===== config.mk =====
export PLATFORM = sky130hd
export DESIGN_NAME = wb_arbiter
export DESIGN_NICKNAME = d
export VERILOG_FILES = /design/src/rtl/wb_stage_pkg.sv /design/src/rtl/wb_fifo.sv /design/src/rtl/wb_arbiter.sv
export SDC_FILE = /design/constraint.sdc
export NUM_CORES = 1
export LEC_CHECK = 0
export CAP_MARGIN = 20
export CORE_MARGIN = 2
export CORE_UTILIZATION = 44
export CTS_CLUSTER_DIAMETER = 60
export DETAILED_ROUTE_END_ITERATION = 12
export DONT_BUFFER_PORTS = 1
export PLACE_DENSITY_LB_ADDON = 0.2
export SLEW_MARGIN = 30
export SYNTH_ARGS = -nofsm -noshare
export SYNTH_HDL_FRONTEND = slang
export SYNTH_SLANG_ARGS = --single-unit

===== constraint.sdc =====
create_clock -name clk -period 2.6 [get_ports clk]
set_input_delay 0.65 -clock clk [delete_from_list [all_inputs] [get_ports clk]]
set_output_delay 0.65 -clock clk [all_outputs]
set_load 0.02 [all_outputs]

===== src/rtl/wb_stage_pkg.sv =====
`default_nettype none
// ============================================================================
// Module   : wb_stage_pkg
// Purpose  : Shared types and constants for the multi-source writeback stage.
// Revision : 1.0 - initial release
// ============================================================================
package wb_stage_pkg;

    localparam int PRIO_RR    = 0;
    localparam int PRIO_FIXED = 1;

    localparam int c_RD_W    = 5;
    localparam int c_TAG_W   = c_RD_W + 1;
    localparam int c_WB_XLEN = 32;

    typedef struct packed {
        logic [c_RD_W-1:0]    rd;
        logic [c_WB_XLEN-1:0] data;
        logic                 rf_en;
    } wb_req_t;

    // Flat FIFO entry layout is {data, rd, rf_en}; the low c_TAG_W bits are the hazard tag.
    function automatic int req_width(input int xlen);
        return xlen + c_TAG_W;
    endfunction

endpackage
`default_nettype wire


===== src/rtl/wb_fifo.sv =====
`default_nettype none
// ============================================================================
// Module   : wb_fifo
// Purpose  : Single-producer result FIFO with flush and per-entry tag visibility.
// Revision : 1.0 - initial release
// ============================================================================
module wb_fifo
    import wb_stage_pkg::*;
#(
    parameter int DEPTH = 2,
    parameter int WIDTH = 38,
    parameter int TAG_W = 6
) (
    input  logic                         clk,
    input  logic                         arst_n,
    input  logic                         i_push,
    input  logic                         i_pop,
    input  logic                         i_flush,
    input  logic [WIDTH-1:0]             i_push_data,
    output logic [WIDTH-1:0]             o_head,
    output logic [$clog2(DEPTH+1)-1:0]   o_count,
    output logic                         o_empty,
    output logic [DEPTH-1:0]             o_entry_valid,
    output logic [DEPTH*TAG_W-1:0]       o_tags
);

    localparam int c_PTR_W = (DEPTH > 1) ? $clog2(DEPTH) : 1;
    localparam int c_CNT_W = $clog2(DEPTH+1);

    logic [WIDTH-1:0]   r_mem [DEPTH];
    logic [c_PTR_W-1:0] r_wr_ptr;
    logic [c_PTR_W-1:0] r_rd_ptr;
    logic [c_CNT_W-1:0] r_count;
    logic               w_push;
    logic               w_pop;

    function automatic logic [c_PTR_W-1:0] ptr_next(input logic [c_PTR_W-1:0] ptr);
        return (ptr == c_PTR_W'(DEPTH-1)) ? '0 : ptr + 1'b1;
    endfunction

    assign w_push  = i_push & (r_count != c_CNT_W'(DEPTH));
    assign w_pop   = i_pop  & (r_count != '0);
    assign o_head  = r_mem[r_rd_ptr];
    assign o_count = r_count;
    assign o_empty = (r_count == '0);

    always_ff @(posedge clk) begin
        if (w_push) begin
            r_mem[r_wr_ptr] <= i_push_data;
        end
    end

    always_ff @(posedge clk or negedge arst_n) begin
        if (!arst_n) begin
            r_wr_ptr <= '0;
            r_rd_ptr <= '0;
            r_count  <= '0;
        end else if (i_flush) begin
            r_wr_ptr <= '0;
            r_rd_ptr <= '0;
            r_count  <= '0;
        end else begin
            if (w_push) r_wr_ptr <= ptr_next(r_wr_ptr);
            if (w_pop)  r_rd_ptr <= ptr_next(r_rd_ptr);
            case ({w_push, w_pop})
                2'b10:   r_count <= r_count + 1'b1;
                2'b01:   r_count <= r_count - 1'b1;
                default: r_count <= r_count;
            endcase
        end
    end

    // An entry is live when its distance from the read pointer is below the count.
    always_comb begin
        int w_off;
        w_off         = 0;
        o_entry_valid = '0;
        for (int i = 0; i < DEPTH; i++) begin
            w_off = i - int'(r_rd_ptr);
            if (w_off < 0) w_off = w_off + DEPTH;
            o_entry_valid[i] = (w_off < int'(r_count));
        end
    end

    generate
        for (genvar i = 0; i < DEPTH; i++) begin : g_tags
            assign o_tags[i*TAG_W +: TAG_W] = r_mem[i][TAG_W-1:0];
        end
    endgenerate

endmodule
`default_nettype wire


===== src/rtl/wb_arbiter.sv =====
`default_nettype none
// ============================================================================
// Module   : wb_arbiter
// Purpose  : Buffers NUM_SRC producer results and arbitrates them onto the
//            single register-file write port; publishes pending destinations.
// Revision : 1.0 - initial release
// ============================================================================
module wb_arbiter
    import wb_stage_pkg::*;
#(
    parameter int NUM_SRC    = 3,
    parameter int FIFO_DEPTH = 2,
    parameter int XLEN       = 32,
    parameter int PRIO_MODE  = 0
) (
    input  logic                        clk,
    input  logic                        arst_n,
    input  logic [NUM_SRC-1:0]          src_valid_i,
    output logic [NUM_SRC-1:0]          src_ready_o,
    input  logic [NUM_SRC*5-1:0]        src_rd_i,
    input  logic [NUM_SRC*XLEN-1:0]     src_data_i,
    input  logic [NUM_SRC-1:0]          src_rf_en_i,
    input  logic                        flush_i,
    output logic                        wb_valid_o,
    output logic                        wb_rf_en_o,
    output logic [4:0]                  wb_rd_o,
    output logic [XLEN-1:0]             wb_data_o,
    output logic [$clog2(NUM_SRC)-1:0]  wb_src_o,
    output logic [31:0]                 pending_o
);

    localparam int c_SRC_W = $clog2(NUM_SRC);
    localparam int c_REQ_W = req_width(XLEN);
    localparam int c_CNT_W = $clog2(FIFO_DEPTH+1);

    logic [c_REQ_W-1:0]            w_push_data [NUM_SRC];
    logic [c_REQ_W-1:0]            w_head      [NUM_SRC];
    logic [c_CNT_W-1:0]            w_count     [NUM_SRC];
    logic [FIFO_DEPTH-1:0]         w_vis       [NUM_SRC];
    logic [FIFO_DEPTH*c_TAG_W-1:0] w_tags      [NUM_SRC];
    logic [NUM_SRC-1:0]            w_push;
    logic [NUM_SRC-1:0]            w_pop;
    logic [NUM_SRC-1:0]            w_empty;
    logic                          w_grant;
    logic [c_SRC_W-1:0]            w_grant_idx;
    logic [c_REQ_W-1:0]            w_sel;
    logic [31:0]                   w_pending;

    logic [c_SRC_W-1:0]            r_rr;
    logic                          r_wb_valid;
    logic                          r_wb_rf_en;
    logic [4:0]                    r_wb_rd;
    logic [XLEN-1:0]               r_wb_data;
    logic [c_SRC_W-1:0]            r_wb_src;

    generate
        for (genvar s = 0; s < NUM_SRC; s++) begin : g_src
            assign w_push_data[s] = {src_data_i[XLEN*s +: XLEN], src_rd_i[5*s +: 5], src_rf_en_i[s]};
            // Readiness looks only at stored occupancy, never at a same-cycle pop.
            assign src_ready_o[s] = (w_count[s] < c_CNT_W'(FIFO_DEPTH)) & ~flush_i;
            assign w_push[s]      = src_valid_i[s] & src_ready_o[s];

            wb_fifo #(
                .DEPTH (FIFO_DEPTH),
                .WIDTH (c_REQ_W),
                .TAG_W (c_TAG_W)
            ) u_fifo (
                .clk           (clk),
                .arst_n        (arst_n),
                .i_push        (w_push[s]),
                .i_pop         (w_pop[s]),
                .i_flush       (flush_i),
                .i_push_data   (w_push_data[s]),
                .o_head        (w_head[s]),
                .o_count       (w_count[s]),
                .o_empty       (w_empty[s]),
                .o_entry_valid (w_vis[s]),
                .o_tags        (w_tags[s])
            );
        end
    endgenerate

    always_comb begin
        int w_idx;
        w_idx       = 0;
        w_grant     = 1'b0;
        w_grant_idx = '0;
        w_pop       = '0;
        if (!flush_i) begin
            for (int k = 0; k < NUM_SRC; k++) begin
                if (PRIO_MODE == PRIO_FIXED) begin
                    w_idx = k;
                end else begin
                    w_idx = int'(r_rr) + k;
                    if (w_idx >= NUM_SRC) w_idx = w_idx - NUM_SRC;
                end
                if (!w_grant && !w_empty[w_idx]) begin
                    w_grant     = 1'b1;
                    w_grant_idx = c_SRC_W'(w_idx);
                end
            end
        end
        if (w_grant) w_pop[w_grant_idx] = 1'b1;
    end

    always_comb begin
        w_sel = '0;
        for (int s = 0; s < NUM_SRC; s++) begin
            if (w_pop[s]) w_sel = w_head[s];
        end
    end

    // Hazard bitmap covers buffered entries only; x0 writes never count.
    always_comb begin
        w_pending = '0;
        for (int s = 0; s < NUM_SRC; s++) begin
            for (int e = 0; e < FIFO_DEPTH; e++) begin
                if (w_vis[s][e] && w_tags[s][e*c_TAG_W] &&
                    (w_tags[s][e*c_TAG_W+1 +: c_RD_W] != '0)) begin
                    w_pending[w_tags[s][e*c_TAG_W+1 +: c_RD_W]] = 1'b1;
                end
            end
        end
    end

    always_ff @(posedge clk or negedge arst_n) begin
        if (!arst_n) begin
            r_rr <= '0;
        end else if (w_grant) begin
            r_rr <= (w_grant_idx == c_SRC_W'(NUM_SRC-1)) ? '0 : w_grant_idx + 1'b1;
        end
    end

    always_ff @(posedge clk or negedge arst_n) begin
        if (!arst_n) begin
            r_wb_valid <= 1'b0;
            r_wb_rf_en <= 1'b0;
            r_wb_rd    <= '0;
            r_wb_data  <= '0;
            r_wb_src   <= '0;
        end else begin
            r_wb_valid <= w_grant;
            r_wb_rf_en <= w_grant & w_sel[0] & (w_sel[c_TAG_W-1:1] != '0);
            if (w_grant) begin
                r_wb_rd   <= w_sel[c_TAG_W-1:1];
                r_wb_data <= w_sel[c_REQ_W-1:c_TAG_W];
                r_wb_src  <= w_grant_idx;
            end
        end
    end

    assign wb_valid_o = r_wb_valid;
    assign wb_rf_en_o = r_wb_rf_en;
    assign wb_rd_o    = r_wb_rd;
    assign wb_data_o  = r_wb_data;
    assign wb_src_o   = r_wb_src;
    assign pending_o  = w_pending;

endmodule
`default_nettype wire


# Word-level counts from Yosys, hierarchy flattened
# Memories as Yosys holds them, arrays and structs flattened.
# Index checks and enable logic that the tools add are counted.
op_classes:
  addsub: 30
  magnitude_cmp: 35
  eq_ne: 10
  mux: 86
  n_bitwise: 20
  reduce_logical: 47
op_table:
  columns: ["cell", "n"]
  rows:
  - ["$mux 32", 18]
  - ["$add 32x3->32 const B", 6]
  - ["$lt 32x1->1 const B", 6]
  - ["$lt 32x3->1", 6]
  - ["$or 32x32->32", 5]
  - ["$mux 38", 3]
  - ["$lt 32x4->1 const B", 3]
  - ["$mux 1", 43]
  - ["$lt 5x6->1 const B", 6]
  - ["$reduce_bool 5->1", 7]
  - ["$demux 1 s5", 6]
  - ["$ge 5x1->1 const B", 6]
  - ["$logic_and 1x1->1", 21]
  - ["$reduce_bool 2->1", 9]
  - ["$mux 2", 8]
  - ["$and 1x1->1", 14]
  - ["$pmux 2 s2", 3]
  - ["$sub 1x1->2 const A", 6]
  - ["$reduce_bool 3->1", 3]
  - ["$add 2x1->2 const B", 4]
  - ["$eq 2x2->1 const B", 4]
  - ["$sub 3x2->4 const B", 2]
  - ["$add 1x1->1 const B", 6]
  - ["$bmux 1 s2", 3]
  - ["other kinds (16)", 30]
word_totals:
  regBits: 55
  mem_bits_rw: 228
  input_bits: 120
  mem_count: 3
memory_table:
  columns: ["name", "depth", "width", "rd", "rd_ports_with_merged_regs", "wr", "line_no", "source"]
  rows:
  - ["g_src[0].u_fifo.r_mem", 2, 38, 3, 0, 1, "wb_fifo.sv:30", "logic [WIDTH-1:0] r_mem [DEPTH];"]
  - ["g_src[1].u_fifo.r_mem", 2, 38, 3, 0, 1, "wb_fifo.sv:30", null]
  - ["g_src[2].u_fifo.r_mem", 2, 38, 3, 0, 1, "wb_fifo.sv:30", null]

# Depth between registers and ports, before layout
# Gate-level depths: netlist (run 1).
depth:
  word_depth: 26
  depth_mapped: 11

# By module
# Synthesis (run 1) repeated with hierarchy kept, for this count alone.
hier_totals:
  cells_unflattened: 1046
  area_unflattened_um2: 13556.8
by_module_without_submodules:
  columns: ["mod", "n_inst", "cells_per_inst", "area_each_um2", "seq_area_each_um2"]
  rows:
  - ["wb_fifo at g_src[1].u_fifo ...", 2, 158, 3056.7, 2382.3]
  - ["wb_arbiter", 1, 570, 4331.7, 1076.0]
  - ["wb_fifo at g_src[0].u_fifo", 1, 160, 3111.7, 2382.3]

# Worst setup path before layout (run 1)
# No wires, ideal clock.
synth_timing:
  path_type: "input port to flip-flop"
  start: "in flush_i"
  end: "mem g_src[1].u_fifo.r_mem[0][0] (enable)"
  setup_ns: 0.433
  arrival_ns: 2.953
  required_ns: 2.167
  setup_slack_ns: -0.787
  path_stages: 4
  path_cell_list: "clkbuf_1 > nor2_1 > nand2_1 > nor2_1"
synth_between:
  elab_chain_len: 6
synth_rtl:
  columns: ["item", "line_no", "source"]
  rows:
  - ["from (decl)", "wb_arbiter.sv:23", "input logic flush_i,"]
  - ["$not 1->1", "wb_arbiter.sv:60", "assign src_ready_o[s] = (w_count[s] < c_CNT_W'(FIFO_DEPTH)) & ~flush_i;"]
  - ["$and 1x1->1", "wb_arbiter.sv:60", null]
  - ["named net src_ready_o[1]", "wb_arbiter.sv:19", "output logic [NUM_SRC-1:0] src_ready_o,"]
  - ["$and 1x1->1", "wb_arbiter.sv:61", "assign w_push[s] = src_valid_i[s] & src_ready_o[s];"]
  - ["$and 1x1->1", "wb_fifo.sv:41", "assign w_push = i_push & (r_count != c_CNT_W'(DEPTH));"]
  - ["$mux 1", "wb_fifo.sv:48", "if (w_push) begin"]
  - ["$mux 1 (implied by the code)", "wb_fifo.sv:49", "r_mem[r_wr_ptr] <= i_push_data;"]
  - ["to (decl)", "wb_fifo.sv:30", null]
# The timed path passes the listed nets, and every way through them passes these cells.

# Worst setup path in the final report (run 1)
layout_timing:
  start: "reg g_src[1].u_fifo.r_rd_ptr"
  end: "out pending_o[24]"
layout_between:
  elab_chain_len: 13
  word_cells_on_any_way: 21
  cone_classes: "add/sub (4); order compare (4); mux (6); bitwise (3); reduce/logical (4)"
layout_rtl:
  columns: ["item", "line_no", "source"]
  rows:
  - ["from (decl)", "wb_fifo.sv:32", "logic [c_PTR_W-1:0] r_rd_ptr;"]
  - ["from (signal assigned)", "wb_fifo.sv:64", "if (w_pop) r_rd_ptr <= ptr_next(r_rd_ptr);"]
  - ["$sub 1x1->2", "wb_fifo.sv:79", "w_off = i - int'(r_rd_ptr);"]
  - ["$add 32x3->32 / $lt 32x1->1 (equally long branches)", "wb_fifo.sv:80", "if (w_off < 0) w_off = w_off + DEPTH;"]
  - ["$mux 32", "wb_fifo.sv:80", null]
  - ["$lt 32x3->1", "wb_fifo.sv:81", "o_entry_valid[i] = (w_off < int'(r_count));"]
  - ["$logic_and 1x1->1 (2 in a row)", "wb_arbiter.sv:118", "if (w_vis[s][e] && w_tags[s][e*c_TAG_W] &&"]
  - ["$mux 32", "wb_arbiter.sv:118", null]
  - ["$or 32x32->32 (no source line)", null, null]
  - ["$mux 32 (*)", "wb_arbiter.sv:118", null]
  - ["$or 32x32->32 (no source line)", null, null]
  - ["$mux 32 (*)", "wb_arbiter.sv:118", null]
  - ["$or 32x32->32 (no source line)", null, null]
  - ["$mux 32 (*)", "wb_arbiter.sv:118", null]
  - ["to (decl)", "wb_arbiter.sv:29", "output logic [31:0] pending_o"]
# Every way passes the cells marked *; elsewhere a longest branch is shown, timed or not.

==> results_dict.tcl, run 1 <==
set metrics [dict create \
    status "complete, but fails checks" \
    violations "setup timing" \
    path_clk_slew_ns 0.06 \
    port_buffers 0 \
    syn2layout_area_growth_pct 22.7 \
    synthFlopType "edfxtp_1" \
    drc 0 \
    cp_max_fo 7 \
    p_comb_share_pct 30.2 \
    ys_types 66 \
    powerDensity_nw_per_um2 1020 \
    fill_cells 2305 \
    wl_per_cell_um 25.8 \
    finalSetupViolations 31 \
    period_minus_slack_ns 2.93 \
    clock_tree.root_cell "clkbuf_16" \
    drive_gt1_share_pct 32.0 \
    crit_type "reg -> out" \
    io_pins 196 \
    whs_ns 0.181 \
    clock-sinks 283 \
    hold_violations 0 \
    async_flop_share_pct 19.4 \
    grt_pass1_vias 8483 \
    nNetsFinal 1094 \
    syn_inst 896 \
    drtPass1Iterations 5 \
    dieArea_um2 29900 \
    yosys.area.top_type_share_pct 54.6 \
    rows 61 \
    seq_area_um2 8230 \
    synthesis.area_um2 12500 \
    cts_tree "built" \
    grt.overflow.total 0 \
    sequentialPowerShare_pct 41.5 \
    critPathLaunchType "register" \
    ant_nets 0 \
    intPower_mw 10.2 \
    synthTopCellsByArea "edfxtp_1, dfrtp_1, mux2i_1, mux2_2, o221ai_1" \
    synth.avg_cell_area_um2 14.0 \
    fin_util_pct 55.1 \
    tightestPinTransition_ns 0.675 \
    skew_ns 0.0251 \
    synth.cells.most_frequent "edfxtp_1, mux2i_1, o22ai_1" \
    grt_setup_unrepaired "yes" \
    arrival_ns 2.28 \
    clkPwrFrac_pct 28.3 \
    yosys_warnings 0 \
    ys_seq_elements 283 \
    slew_headroom_pct 55.0 \
    clk_latency_ns 0.53 \
    min_period_over_period_pct 113 \
    multi_input_area_um2 4550 \
    power.total_mw 15.6 \
    max-cap-violations 0 \
    cts_buffers 34 \
    antennaDiodeCount 0 \
    maxSlewViolCount 0 \
    p_sw_mw 5.41 \
    wl_um 35500 \
    max_clock_freq_mhz 341 \
    detail_route.vias_per_cell 6.11 \
    fin_ws_ns -0.332 \
    end_kind "primary output" \
    required_ns 1.95 \
    antenna_found_initial 1 \
    core_area_um2 27900 \
    die_w_um 173 \
    worstHoldPathType "in -> reg" \
    drt_iter0_markers 762 \
    p_leak_nw 5.10 \
    initial_utilization_pct 44.9 \
    ir_drop_mv 0.688 \
    max-clock-path-buffers 3 \
    die_y_um 173 \
    grtUsageTotal_pct 23.5 \
    globalplace.congestion 0.904 \
    yosysSeqAreaShare_pct 65.5 \
    yosysMostFrequentCell "edfxtp_1" \
    grt_max_degree 56 \
    netSwitchingFraction_pct 34.6 \
    dpl.hpwl_um 22800 \
    synth.net_count 1018 \
    h-tree-depth 2 \
    synth_edf_count 228 \
    grt_pass1_wl_um 53300 \
    yosys.area.top_type "edfxtp_1" \
    vias 8403 \
]
==> metal layers <==
metal | up-vias | part of all wire [%] | track usage (%)
met4 | 0 | 2.9 | 7.91
li1 | 3700 | - | -
met3 | 77 | 9.8 | 8.00
met2 | 387 | 48 | 37.8
met1 | 4239 | 40 | 29.9
met5 | - | 0 | 0
==> timing repair <==
| action | 4_1_cts | 5_1_grt |
|---|---|---|
| endpoints found under the hold margin | 55 | 0 |
| pin swaps | 32 | 17 |
| cloned | 0 | 0 |
| buffers inserted | 20 | 3 |
| gates resized for setup | 100 | 33 |
| endpoints found under the setup margin | 31 | 32 |
| hold buffers | 2 | 0 |
==> power by group through the flow <==
stage	registers (mW)	logic [mW]	clock network, mW
floorplan	6.37	3.08	0
detailed placement	6.55	4.48	0
CTS	6.49	4.71	4.52
global route	6.57	5.13	4.70
global placement	6.54	4.41	0
finish	6.49	4.73	4.43
==> worst paths after layout <==
path,slack [ns],from,cells after the start,end
min in group asynchronous,0.65,arst_n,2,wb_rd_o[4]$_DFFE_PN0P_
max,-0.33,g_src[1].u_fifo.r_rd_ptr$_DFFE_PN0P_,5,pending_o[24]
max reg2reg,0.12,r_rr[0]$_DFFE_PN0P_,9,wb_rf_en_o$_DFF_PN0_
max in group asynchronous,1.63,arst_n,2,g_src[2].u_fifo.o_count[1]$_DFFE_PN0P_
min reg2reg,0.56,g_src[0].u_fifo.r_mem[1][16]$_DFFE_PP_,2,wb_data_o[10]$_DFFE_PN0P_
min,0.18,flush_i,1,g_src[1].u_fifo.r_rd_ptr$_DFFE_PN0P_
==> kinds of logic after synthesis <==
family          count (synthesis)  share of synthesized area [%]
compound gates                201                           11.9
xor+xnor                       12                          0.838
fa+ha+maj                       2                          0.199
buf+inv                        76                           2.65
flops                         283                           65.5
mux                           114                           9.47
other cells                     1                         0.0299
simple gates                  207                           9.40
==> metrics by stage <==
| step | setup WS [ns] | std cells | setup TNS [ns] | instance area [um2] |
|---|---|---|---|---|
| global route | -0.406 | 1375 | -9.13 | 15400 |
| detailed placement | 0.0500 | 1292 | 0 | 13500 |
| global placement | 0.0574 | 1292 | 0 | 13500 |
| CTS | -0.331 | 1375 | -6.82 | 15200 |
| floorplan | 0.0594 | 896 | 0 | 12600 |
| finish | -0.332 | 1375 | -6.96 | 15400 |
==> placed cells by master (no fill, tap or decap), drive strengths merged, types with 5 or more instances in the layout <==
cell type    n
or3b        12
nor2b       10
or3         15
a211oi       8
edfxtp     228
nand2       39
clkinv       7
o221ai      44
nor3b        9
buf        110
xnor2        9
clkinvlp     5
mux2        38
o21ai       13
a22oi       35
a21oi        7
and3         5
mux2i       76
dfrtp       55
o22ai       61
clkbuf      46
nor2        54
nand3       11
nor4         5
nand3b      25
o211ai       7
inv          8
==> area by class of cell <==
| class | count | share of cell area (%) |
|---|---|---|
| Sequential cell | 283 | 53.4 |
| Multi-Input combinational cell | 537 | 29.5 |
| Timing Repair Buffer | 111 | 6.91 |
| Clock buffer | 46 | 6.01 |
| Tap cell | 378 | 3.07 |
| Clock inverter | 15 | 0.902 |
| Inverter | 5 | 0.122 |
==> worst max-delay path, stage by stage (launching register included) <==
cell and delay [ns]:
dfrtp_2 0.43, nor2b_4 0.15, o21ai_4 0.08, or4b_4 0.60
o22ai_1 0.29, or3_4 0.22
==> state kept, by name (all words and copies together) (netlist names) <==
name and cells:
g_src.u_fifo.o_count 6, g_src.u_fifo.r_mem 228, g_src.u_fifo.r_rd_ptr 3, g_src.u_fifo.r_wr_ptr 3
r_rr 2, wb_data_o 32, wb_rd_o 5, wb_rf_en_o 1
wb_src_o 2, wb_valid_o 1
Note: power is estimated with default switching activity, not from simulation.
==> inputs of run 2 (changes only) <==
--- a/config.mk
+++ b/config.mk
@@ -6,8 +6,9 @@
 export NUM_CORES = 1
 export LEC_CHECK = 0
 export CAP_MARGIN = 20
+export CORE_ASPECT_RATIO = 1.4
 export CORE_MARGIN = 2
-export CORE_UTILIZATION = 44
+export CORE_UTILIZATION = 50
 export CTS_CLUSTER_DIAMETER = 60
 export DETAILED_ROUTE_END_ITERATION = 12
 export DONT_BUFFER_PORTS = 1
==> run 2 against run 1 <==
  * The run still ends with setup timing left
  * First-iteration DRC count down 21%
  * Largest cell class unchanged
  * Critical path depth up 1
  * Total power down 1.4%
  * Highest routed layer unchanged
  * Clock power down 8.6%
  * Sequential power up 0.8%
==> results_dict.tcl, run 2 (synthesis gave the netlist of run 1 again) <==
set metrics [dict create \
    status "complete, but fails checks" \
    violations "setup timing" \
    clk_latency_ns 0.55 \
    min_period_over_period_pct 115 \
    drc 0 \
    whs_path_depth 1 \
    crit_type "reg -> out" \
    maxSlewViolCount 0 \
    ant_nets 0 \
    vias 8624 \
    largest_reg_flops 228 \
    slew_headroom_pct 47.4 \
    fin_ws_ns -0.380 \
    rows 68 \
    end_kind "primary output" \
    clock-sinks 283 \
    reg2reg_to "wb_rd_o[1]$_DFFE_PN0P_" \
    layout_common_cells "edfxtp_1, buf_4, mux2i_1" \
    ir_drop_mv 0.754 \
    max_clock_freq_mhz 336 \
    h-tree-depth 1 \
    die_w_um 138 \
    wl_um 37900 \
    cts_buffers 28 \
    port_buffers 0 \
    fin_util_pct 63.1 \
    max-clock-path-buffers 3 \
    r2r_start "r_rr[0]$_DFFE_PN0P_" \
    place_ws_ns -0.0255 \
    max-cap-violations 0 \
    period_minus_slack_ns 2.98 \
    rrSetupSlack_ns 0.14 \
    cts_tree "built" \
    nNetsFinal 1109 \
    wl_per_cell_um 28.6 \
    top_register "g_src.u_fifo.r_mem" \
    grt.overflow.total 0 \
    reg2regPathDepth 9 \
    final_cells 1326 \
    initial_utilization_pct 50.8 \
    cp_max_fo 7 \
    arrival_ns 2.33 \
    antenna_found_initial 1 \
    multi_input_area_um2 4750 \
    tightestPinTransition_ns 0.789 \
    dieArea_um2 26400 \
    die_y_um 191 \
    powerDensity_nw_per_um2 991 \
    skew_ns 0.0122 \
    globalplace.congestion 0.986 \
    syn2layout_area_growth_pct 24.1 \
    grt_max_degree 56 \
    grtUsageTotal_pct 29.1 \
    path_clk_slew_ns 0.06 \
    p_leak_nw 5.19 \
    clock_tree.root_cell "clkbuf_16" \
    drt_iter0_markers 602 \
    holdPathEnd "g_src[1].u_fifo.r_wr_ptr$_DFFE_PN0P_" \
    grt_setup_unrepaired "yes" \
    power.total_mw 15.4 \
    critPathLaunchType "register" \
    hold_violations 0 \
    drive_gt1_share_pct 34.5 \
    fill_cells 1909 \
    dpl.cell_count 1240 \
    required_ns 1.95 \
    drtPass1Iterations 5 \
    finalSetupViolations 31 \
    layout_commonest_cell "edfxtp_1" \
    dpl.hpwl_um 26300 \
    whs_ns 0.168 \
    core_area_um2 24700 \
    grt_pass1_wl_um 56300 \
    detail_route.vias_per_cell 6.50 \
    min_from "flush_i" \
    grt_pass1_vias 9031 \
    seq_area_um2 8230 \
    worstHoldPathType "in -> reg" \
    io_pins 196 \
]
-- run 2: routing by layer --
metal | up-vias | GRT usage [%] | routed length, um
met4 | 0 | 11.7 | 1510
met3 | 100 | 6.21 | 2640
met1 | 4394 | 33.5 | 13500
met2 | 387 | 51.9 | 20300
li1 | 3743 | - | -
met5 | - | 0 | 0
-- run 2: worst max-delay path by stage --
stage	from	end	slack, ns	cells past startpoint
detailed placement	g_src[1].u_fifo.o_count[0]$_DFFE_PN0P_	pending_o[2]	-0.03	7
global route	g_src[1].u_fifo.r_rd_ptr$_DFFE_PN0P_	pending_o[16]	-0.43	7
CTS	g_src[1].u_fifo.r_rd_ptr$_DFFE_PN0P_	pending_o[16]	-0.38	8
global placement	g_src[1].u_fifo.o_count[0]$_DFFE_PN0P_	pending_o[2]	0.02	7
finish	g_src[1].u_fifo.r_rd_ptr$_DFFE_PN0P_	pending_o[24]	-0.38	6
floorplan	g_src[2].u_fifo.o_count[0]$_DFFE_PN0P_	pending_o[10]	0.06	7
-- run 2: power breakdown --
| group | leakage, nW | switching, mW | internal [mW] | total (mW) |
|---|---|---|---|---|
| Clock | 0.457 | 1.69 | 2.36 | 4.05 |
| Combinational | 1.97 | 2.76 | 2.07 | 4.83 |
| Sequential | 2.76 | 0.896 | 5.65 | 6.54 |
| Total | 5.19 | 5.34 | 10.1 | 15.4 |
-- run 2: worst max-delay path, cell delays in order (launching register included) --
cell and delay [ns]:
dfrtp_2 0.43, nor2b_4 0.14, o21ai_2 0.08, or4b_4 0.59, buf_4 0.18, o22ai_2 0.17
or3_4 0.19
-- run 2: area by class of cell --
cell class	instances	area share (%)
clock inverter	11	0.892
inverter	5	0.121
timing repair buffer	132	7.96
tap	315	2.53
multi-input combinational	537	30.5
antenna	2	0.0321
sequential	283	52.8
clock buffer	41	5.14
-- run 2: metrics by stage --
step	setup TNS [ns]	area [um2]
2_1_floorplan	0	12600
3_3_place_gp	0	13500
3_5_place_dp	-0.0255	13500
4_1_cts	-8.60	15100
5_1_grt	-10.97	15600
6_report	-8.92	15600
-- run 2: what timing repair did --
item,CTS,global route
gates resized for setup,111,60
endpoints found under the hold margin,55,0
buffers inserted,18,18
endpoints found under the setup margin,31,59
hold buffers,2,0
pin swaps,38,21
==> inputs of run 3 (changes only) <==
--- a/config.mk
+++ b/config.mk
@@ -5,7 +5,6 @@
 export SDC_FILE = /design/constraint.sdc
 export NUM_CORES = 1
 export LEC_CHECK = 0
-export CAP_MARGIN = 20
 export CORE_ASPECT_RATIO = 1.4
 export CORE_MARGIN = 2
 export CORE_UTILIZATION = 50
@@ -13,6 +12,7 @@
 export DETAILED_ROUTE_END_ITERATION = 12
 export DONT_BUFFER_PORTS = 1
 export PLACE_DENSITY_LB_ADDON = 0.2
+export SETUP_SLACK_MARGIN = 0.1
 export SLEW_MARGIN = 30
 export SYNTH_ARGS = -nofsm -noshare
 export SYNTH_HDL_FRONTEND = slang
==> run 3 against run 2 <==
  * The flow still finishes with violations (setup timing)
  * Largest cell class unchanged
  * Fmax is essentially flat
  * Worst setup slack improved by 0.0024 ns
  * Global-route usage is 0.94 points lower
  * Via count fell by 1.2%
  * Clock-buffer cell count down 5
  * Utilization down 1.1 points
  * Total power is 0.55% lower
  * First-iteration DRC count increased by 7.3%
  * Sequential power about the same
  * Hold slack improved by 0.0083 ns
  * Sequential share of layout area up 0.92 points
==> results_dict.tcl, run 3 (synthesis gave the netlist of run 1 again) <==
set metrics [dict create \
    status "complete, but fails checks" \
    violations "setup timing" \
    drtPass1Iterations 5 \
    top_register "g_src.u_fifo.r_mem" \
    io_pins 196 \
    wl_um 37300 \
    intPower_mw 10.0 \
    layout_common_cells "edfxtp_1, buf_4, mux2i_1" \
    p_comb_share_pct 32.2 \
    h-tree-depth 1 \
    die_w_um 138 \
    initial_utilization_pct 50.8 \
    min_period_over_period_pct 115 \
    clock_tree.root_cell "clkbuf_16" \
    r2r_start "g_src[1].u_fifo.o_count[1]$_DFFE_PN0P_" \
    largest_reg_flops 228 \
    clkPwrFrac_pct 25.2 \
    grtUsageTotal_pct 28.1 \
    skew_ns 0.0189 \
    max_clock_freq_mhz 336 \
    netSwitchingFraction_pct 34.5 \
    cts_buffers 27 \
    slew_headroom_pct 48.8 \
    wl_per_cell_um 28.3 \
    tightestPinTransition_ns 0.768 \
    path_clk_slew_ns 0.07 \
    final_area_um2 15300 \
    required_ns 1.95 \
    nNetsFinal 1102 \
    layout_commonest_cell "edfxtp_1" \
    clk_latency_ns 0.54 \
    end_kind "primary output" \
    max-cap-violations 0 \
    maxSlewViolCount 0 \
    dpl_cell_area_um2 13400 \
    max-clock-path-buffers 3 \
    grt_pass1_wl_um 54600 \
    p_leak_nw 5.08 \
    drive_gt1_share_pct 33.1 \
    grt.overflow.total 0 \
    syn2layout_area_growth_pct 22.0 \
    grt_pass1_vias 8786 \
    drc 0 \
    drt_iter0_markers 646 \
    grt_setup_unrepaired "yes" \
    crit_type "reg -> out" \
    critPathLaunchType "register" \
    powerDensity_nw_per_um2 1000 \
    rows 68 \
    globalplace.congestion 0.959 \
    whs_ns 0.176 \
    vias 8519 \
    arrival_ns 2.33 \
    cts_tree "built" \
    finalSetupViolations 31 \
    clock-sinks 283 \
    ant_nets 0 \
    power.total_mw 15.3 \
    port_buffers 0 \
    min_from "flush_i" \
    detail_route.vias_per_cell 6.47 \
    grt_max_degree 56 \
    hold_violations 0 \
    dpl.hpwl_um 26400 \
    period_minus_slack_ns 2.98 \
    cp_max_fo 7 \
    p_sw_mw 5.30 \
    crit_path_start "g_src[1].u_fifo.r_rd_ptr$_DFFE_PN0P_" \
    final_cells 1317 \
    fin_ws_ns -0.377 \
    antenna_found_initial 1 \
    ir_drop_mv 0.926 \
    dieArea_um2 26400 \
    die_y_um 191 \
    dpl.cell_count 1232 \
    core_area_um2 24700 \
    sequentialPowerShare_pct 42.6 \
    worstHoldPathType "in -> reg" \
]
## run 3: power by group through the flow
stage / clock (mW) / sequential, mW / combinational [mW]
6_report: 3.87 / 6.53 / 4.94
5_1_grt: 4.10 / 6.60 / 5.27
4_1_cts: 3.93 / 6.53 / 4.65
3_5_place_dp: 0 / 6.60 / 4.37
3_3_place_gp: 0 / 6.57 / 4.25
2_1_floorplan: 0 / 6.37 / 3.08
## run 3: worst max-delay path, stage by stage (launching register included)
cell and delay (ns):
dfrtp_2 0.43, nor2b_4 0.15, o21ai_4 0.08, or4b_4 0.49
buf_6 0.15, o22ai_2 0.15, nor2_1 0.05, o211ai_1 0.10
buf_4 0.18
## run 3: path summary, 6_finish.rpt
path                       slack [ns]                                     end  cells after the start
min in group asynchronous        0.67               wb_data_o[23]$_DFFE_PN0P_                      2
min                              0.18    g_src[1].u_fifo.r_rd_ptr$_DFFE_PN0P_                      1
max reg2reg                      0.12  g_src[0].u_fifo.o_count[1]$_DFFE_PN0P_                     10
min reg2reg                      0.56               wb_data_o[21]$_DFFE_PN0P_                      2
max                             -0.38                           pending_o[16]                      8
max in group asynchronous        1.65    g_src[2].u_fifo.r_rd_ptr$_DFFE_PN0P_                      2
## run 3: routing by layer
| metal | wire, um | up-vias | global-route usage, % |
|---|---|---|---|
| li1 | - | 3721 | - |
| met4 | 1500 | 2 | 10.9 |
| met3 | 2780 | 105 | 6.05 |
| met5 | 12 | - | 0 |
| met1 | 13200 | 4277 | 32.0 |
| met2 | 19800 | 414 | 50.9 |
## run 3: stage by stage
stage	setup slack (ns)	TNS, ns	utilization [%]
after floorplan	0.101	0	-
after global placement	0.0532	0	54.5
after detailed placement	0.0394	0	54.5
after CTS	-0.374	-7.91	60.9
after global routing	-0.444	-10.71	62.0
final	-0.377	-8.46	62.0
## run 3: repair_timing
action                     in CTS  in global routing
resized for setup             117                 34
hold endpoints to repair       55                  0
pin swaps                      40                 18
setup endpoints to repair      35                 54
hold buffers                    2                  0
setup buffers                  22                 11
## run 3: cell type report
type                            count  area (um2)
Sequential cell                   283        8230
Antenna cell                        1        2.50
Inverter                            5        18.8
Multi-Input combinational cell    537        4660
Clock buffer                       36         739
Tap cell                          315         394
Timing Repair Buffer              126        1110
Clock inverter                     14         143
Fill cell                        1909        9370
